<file path="src/rtl/pe_inject_arbiter.sv">
// Credit-aware round-robin injection arbiter: NUM_REQ local sources share
// one NoC send port, with wormhole lock held from head flit to tail flit.
module pe_inject_arbiter #(
  parameter int NUM_REQ         = 4,
  parameter int NUM_VCS         = 2,
  parameter int DEST_BITS       = 4,
  parameter int FLIT_DATA_WIDTH = 64,
  parameter int BUF_DEPTH       = 8,
  localparam int VC_BITS  = (NUM_VCS > 1) ? $clog2(NUM_VCS) : 1,
  localparam int CNT_W    = $clog2(BUF_DEPTH + 1),
  localparam int FLIT_W   = 2 + DEST_BITS + VC_BITS + FLIT_DATA_WIDTH,
  localparam int CREDIT_W = 1 + VC_BITS
) (
  input  logic                                 clk,
  input  logic                                 rst_n,
  input  logic                                 en,
  input  logic [NUM_REQ-1:0]                   req_valid,
  input  logic [NUM_REQ-1:0]                   req_tail,
  input  logic [NUM_REQ*DEST_BITS-1:0]         req_dest,
  input  logic [NUM_REQ*VC_BITS-1:0]           req_vc,
  input  logic [NUM_REQ*FLIT_DATA_WIDTH-1:0]   req_data,
  output logic [NUM_REQ-1:0]                   req_ready,
  output logic [FLIT_W-1:0]                    flit_out,
  output logic                                 sendFlit,
  input  logic [CREDIT_W-1:0]                  credit_in,
  output logic [NUM_VCS-1:0]                   vc_blocked,
  output logic                                 credit_err
);

  localparam int RW = $clog2(NUM_REQ);

  typedef enum logic {IDLE, LOCKED} state_e;

  state_e               state_q, state_d;
  logic [RW-1:0]        owner_q, owner_d;
  logic [RW-1:0]        rr_q, rr_d;
  logic [VC_BITS-1:0]   lvc_q, lvc_d;
  logic [CNT_W-1:0]     cred_q [NUM_VCS];
  logic [CNT_W-1:0]     cred_d [NUM_VCS];
  logic                 err_q, err_d;
  logic [NUM_VCS-1:0]   blk_q, blk_d;
  logic [FLIT_W-1:0]    flit_q, flit_d;

  logic                 xfer;
  logic [RW-1:0]        gnt;
  logic [RW-1:0]        idx;
  logic [VC_BITS-1:0]   fvc;
  logic [VC_BITS-1:0]   hvc;
  logic [NUM_REQ-1:0]   ready;
  logic [NUM_VCS-1:0]   inc, dec;

  // Grant selection: owner only while locked, else round-robin from rr_q.
  always_comb begin
    xfer  = 1'b0;
    gnt   = '0;
    idx   = '0;
    ready = '0;
    if (rst_n && en) begin
      if (state_q == LOCKED) begin
        if (req_valid[owner_q] && cred_q[lvc_q] != '0) begin
          xfer = 1'b1;
          gnt  = owner_q;
        end
      end else begin
        for (int i = 0; i < NUM_REQ; i++) begin
          idx = RW'((int'(rr_q) + i) % NUM_REQ);
          if (!xfer && req_valid[idx] &&
              cred_q[req_vc[int'(idx)*VC_BITS +: VC_BITS]] != '0) begin
            xfer = 1'b1;
            gnt  = idx;
          end
        end
      end
    end
    if (xfer) ready[gnt] = 1'b1;
    hvc = req_vc[int'(gnt)*VC_BITS +: VC_BITS];
    fvc = (state_q == LOCKED) ? lvc_q : hvc;
  end

  // Next state: flit register, credit counters, lock and pointer.
  always_comb begin
    state_d = state_q;
    owner_d = owner_q;
    rr_d    = rr_q;
    lvc_d   = lvc_q;
    err_d   = err_q;
    cred_d  = cred_q;
    blk_d   = '0;
    inc     = '0;
    dec     = '0;
    flit_d  = '0;
    if (xfer) begin
      flit_d = {1'b1, req_tail[gnt],
                req_dest[int'(gnt)*DEST_BITS +: DEST_BITS], fvc,
                req_data[int'(gnt)*FLIT_DATA_WIDTH +: FLIT_DATA_WIDTH]};
    end
    for (int v = 0; v < NUM_VCS; v++) begin
      inc[v] = credit_in[CREDIT_W-1] &&
               credit_in[VC_BITS-1:0] == VC_BITS'(v);
      dec[v] = xfer && fvc == VC_BITS'(v);
      if (inc[v] && !dec[v]) begin
        if (cred_q[v] == CNT_W'(BUF_DEPTH)) err_d = 1'b1;
        else cred_d[v] = cred_q[v] + 1'b1;
      end else if (dec[v] && !inc[v]) begin
        cred_d[v] = cred_q[v] - 1'b1;
      end
      blk_d[v] = (cred_d[v] == '0);
    end
    if (xfer) begin
      if (req_tail[gnt]) begin
        state_d = IDLE;
        rr_d    = (gnt == RW'(NUM_REQ - 1)) ? '0 : gnt + 1'b1;
      end else if (state_q == IDLE) begin
        state_d = LOCKED;
        owner_d = gnt;
        lvc_d   = hvc;
      end
    end
  end

  // State registers with synchronous active-low reset.
  always_ff @(posedge clk) begin
    if (!rst_n) begin
      state_q <= IDLE;
      owner_q <= '0;
      rr_q    <= '0;
      lvc_q   <= '0;
      err_q   <= 1'b0;
      blk_q   <= '0;
      flit_q  <= '0;
      for (int v = 0; v < NUM_VCS; v++) cred_q[v] <= CNT_W'(BUF_DEPTH);
    end else begin
      state_q <= state_d;
      owner_q <= owner_d;
      rr_q    <= rr_d;
      lvc_q   <= lvc_d;
      err_q   <= err_d;
      blk_q   <= blk_d;
      flit_q  <= flit_d;
      cred_q  <= cred_d;
    end
  end

  assign req_ready  = ready;
  assign flit_out   = flit_q;
  assign sendFlit   = flit_q[FLIT_W-1];
  assign vc_blocked = blk_q;
  assign credit_err = err_q;

endmodule

</file>
<file path="config.mk">
export PLATFORM = sky130hd
export DESIGN_NAME = pe_inject_arbiter
export DESIGN_NICKNAME = d
export VERILOG_FILES = /design/src/rtl/pe_inject_arbiter.sv
export SDC_FILE = /design/constraint.sdc
export NUM_CORES = 1
export LEC_CHECK = 0
export CAP_MARGIN = 20
export CORE_AREA = 4 4 142 144
export CTS_BUF_LIST = sky130_fd_sc_hd__clkbuf_4 sky130_fd_sc_hd__clkbuf_8 sky130_fd_sc_hd__clkbuf_16
export DETAILED_ROUTE_END_ITERATION = 12
export DIE_AREA = 0 0 146 148
export GPL_TIMING_DRIVEN = 0
export HOLD_SLACK_MARGIN = 0.1
export PLACE_DENSITY = 0.68
export SYNTH_ARGS = -nofsm -noshare
export SYNTH_HDL_FRONTEND = slang
export SYNTH_SLANG_ARGS = --single-unit
</file>
<file path="constraint.sdc">
create_clock -name clk -period 7.3 [get_ports clk]
set_clock_uncertainty 0.15 [all_clocks]
set_input_delay 0.73 -clock clk [delete_from_list [all_inputs] [get_ports clk]]
set_output_delay 0.73 -clock clk [all_outputs]
set_load 0.03 [all_outputs]
</file>
==> results.sh, run 1 <==
export IMPL_status="finished, final reports clean"
export IMPL_synth_fp_nets=1043
export IMPL_synth_top_family_by_area="simple AND/OR/NAND/NOR gates"
export IMPL_synthDistinctLibCells=63
export IMPL_drc_errors=0
export IMPL_reg2regPathDepth=12
export IMPL_num_rows=50
export IMPL_yosysMostFrequentCell="nand2_1"
export IMPL_leakagePower_nw=3.979
export IMPL_yosysTopAreaCell="dfxtp_1"
export IMPL_track_usage=0.2361
export IMPL_hold_path_depth=1
export IMPL_finalSetupViolations=0
export IMPL_cts_resized=0
export IMPL_gr_total_overflow=0
export IMPL_viasPerCell=5.079
export IMPL_final_util=0.5237
export IMPL_final_hold_violation_count=0
export IMPL_dp_hpwl_mm=21.08
export IMPL_synth_xor_area_frac=0.003185
export IMPL_synth_edf_count=0
export IMPL_synth_simple_area_share=0.3562
export IMPL_end_kind="output port"
export IMPL_syn_area_per_cell_sq_um=7.373
export IMPL_critical_path_class="in -> out"
export IMPL_synth_area_sq_um=5500
export IMPL_cts_buffers=9
export IMPL_grt_pass1_wl_mm=39.81
export IMPL_postSynthCellCount=746
export IMPL_grt_pass1_vias=6677
export IMPL_synthAdderAreaFrac=0.01820
export IMPL_synthFlopType="dfxtp_1"
export IMPL_syn_to_final_growth_pct=78.12
export IMPL_cts_tree="done"
export IMPL_initial_core_util=0.2940
export IMPL_antenna_cells=0
export IMPL_die_w_um=146
export IMPL_relSlewSlack=0.4281
export IMPL_cp_slowest_cell="clkdlybuf4s50_1"
export IMPL_firstDrtPassIters=7
export IMPL_synth_top_area_frac=0.3203
export IMPL_clkTransAtPathRegs_ns=0.07
export IMPL_hold_class="reg -> reg"
export IMPL_antenna_left=0
export IMPL_antenna_found_initial=1
export IMPL_ys_seq_area_frac=0.3203
export IMPL_gp_congestion=0.9545
export IMPL_drv_slew=0
export IMPL_tightest_slew_ns=0.8471
export IMPL_fp_dieArea_sq_um=21610
export IMPL_crit_buf_inv=7
export IMPL_synthArstFlopShare=0
export IMPL_cp_arrival_ns=5.74
export IMPL_cp_max_fo=11
export IMPL_clockBufferDepth=2
export IMPL_core_sq_um=18710
export IMPL_synth_seq_cells=88
export IMPL_ys_warn_count=0
export IMPL_synth_area_mux_share=0.05050
export IMPL_cts_htree_levels=3
export IMPL_post_cts_setup_buffer_count=0
export IMPL_period_minus_slack_ns=6.619
export IMPL_worstSetupStartpointType="input pin"
export IMPL_nets=1421
export IMPL_final_layout_size_suffix_gt1_frac=0.04960
export IMPL_worstPathCellList="clkdlybuf4s50_1 > mux2_2 > a211oi_1 > or4_1 > buf_2 > o311a_1 > a211oi_4 > o211ai_1 > inv_1 > clkbuf_1 > clkbuf_1 > ha_1 > inv_1 > nor2_1 > clkdlybuf4s50_1"
export IMPL_synth_compound_area_share=0.1977
export IMPL_insertion_delay_ns=0.35
export IMPL_rsz0062_at_grt="false"
export IMPL_synth_top_cells_by_area="dfxtp_1 32%, nand2_1 20%, a311oi_1 11%"
export IMPL_worst_ep_required_time_ns=6.42
export IMPL_power_density_nw_per_um2=185.1
export IMPL_cpPeakStageDelay_ns=0.72
export IMPL_fin_tns_setup_ns=0
export IMPL_die_y_um=148
export IMPL_cap_viol_max_count=0
export IMPL_wl_mm=26.84
export IMPL_root_buffer="clkbuf_16"
export IMPL_wl_per_cell_um=19.69
export IMPL_synthTopCellsByCount="293 x nand2_1, 88 x dfxtp_1, 69 x a311oi_1, 69 x and3_1, 46 x clkbuf_1"
export IMPL_vdd_drop_max_mv=0.1021
export IMPL_crit_cells=15
export IMPL_ioPinCount=368
export IMPL_fmax_mhz=151.1
export IMPL_drtIter0Drc=437
export IMPL_grt_max_degree=15
export IMPL_vias=6923
export IMPL_hold_buffers=0
export IMPL_io_buffers=367
export IMPL_cp_top_family="buffers and inverters"
export IMPL_cts_sinks=88
export IMPL_fin_crit_sh=0.9067
[cell usage in the layout, fill, tap and decap left out, types with 3 or more instances in the layout]
master	netlist	layout
clkdlybuf4s50_1	0	367
nand2_1	293	293
dfxtp_1	88	88
and3_1	69	69
a311oi_1	69	69
clkbuf_1	46	46
nand3_1	12	12
inv_1	11	11
a21oi_1	10	10
nor2_1	10	10
mux2i_1	9	9
buf_2	9	9
o21ai_0	9	9
clkbuf_16	0	9
ha_1	8	8
and2_1	7	7
nand3b_1	6	6
mux2_2	6	6
or3_1	5	5
mux4_2	4	4
o21a_1	4	4
a211oi_1	4	4
buf_1	4	4
nand2b_1	4	4
nor3_1	4	4
or3b_2	3	3
o22ai_1	3	3
o211ai_1	3	3
nor2b_1	3	3
[registers in the layout, summed over array words and instances, names as in the netlist]
signal / cells
state_q: 1
rr_q: 2
flit_out: 71
lvc_q: 1
credit_err: 1
vc_blocked: 2
cred_q: 8
owner_q: 2
[cell type report]
class / instances / area (sq um)
Inverter: 12 / 45.04
Clock inverter: 4 / 76.32
Sequential cell: 88 / 1762
Tap cell: 234 / 292.8
Clock buffer: 12 / 254.0
Multi-Input combinational cell: 585 / 3442
Buffer: 61 / 251.5
Fill cell: 1808 / 8909
Timing Repair Buffer: 367 / 3674
[worst reg2reg max path, cell delays in order, from the launching register on]
cell       delay, ns
dfxtp_1         0.34
buf_2           0.23
buf_1           0.39
mux4_2          0.38
o311ai_0        0.72
o21ai_0         0.32
o41ai_4         0.72
clkinv_1        0.47
nand2_1         0.28
or3_1           0.22
o22ai_1         0.11
mux2_4          0.33
a2111oi_4       0.30
[cell families (layout without fill, tap and decap cells)]
group                      count (synthesis)  after routing
AOI/OAI and AO/OA                        126            126
xor gates and xnor gates                   2              2
adders and majority gates                  8              8
buffers and inverters                     73            456
DFF                                       88             88
muxes                                     21             21
and+or+nand+nor                          428            428
[per-stage QoR]
step / std cells / hold WS, ns / power, mW / instance area, sq um / setup slack (ns)
after floorplan: 746 / 0.3044 / 0.9445 / 5500 / 2.557
after global placement: 1347 / 0.2971 / 1.290 / 9467 / 0.5828
after detailed placement: 1347 / 0.3078 / 1.294 / 9467 / 0.6121
after CTS: 1363 / 0.3292 / 1.832 / 9797 / 0.5913
after global routing: 1363 / 0.3420 / 1.912 / 9797 / 0.3240
final: 1363 / 0.3278 / 1.813 / 9797 / 0.6812
[report_power, final]
group	leakage (nW)	switching [mW]	internal, mW
Sequential	0.721	0.0232	0.527
Combinational	3.10	0.391	0.342
Clock	0.160	0.211	0.319
[worst paths after layout]
kind | start | end | slack [ns]
setup / recovery | req_vc[2] | req_ready[3] | 0.68
hold / removal | credit_err$_SDFF_PN0_ | credit_err$_SDFF_PN0_ | 0.33
setup reg to reg | rr_q[0]$_SDFFE_PN0P_ | vc_blocked[0]$_SDFF_PN0_ | 2.24
hold reg to reg | credit_err$_SDFF_PN0_ | credit_err$_SDFF_PN0_ | 0.33
[layer usage]
| metal | GRT usage | wire (um) | vias to the layer above |
|---|---|---|---|
| li1 | - | - | 3391 |
| met1 | 0.2952 | 11270 | 3185 |
| met2 | 0.3894 | 12630 | 302 |
| met3 | 0.07235 | 2211 | 43 |
| met4 | 0.07808 | 712 | 2 |
| met5 | 0 | 9 | - |
Note: power is estimated with default switching activity, not from simulation.
==> run 2: changes to the inputs <==
SLEW_MARGIN = 20   (was default)
==> results of run 2 <==
The final DEF is identical to that of run 1; final timing and power are the same.
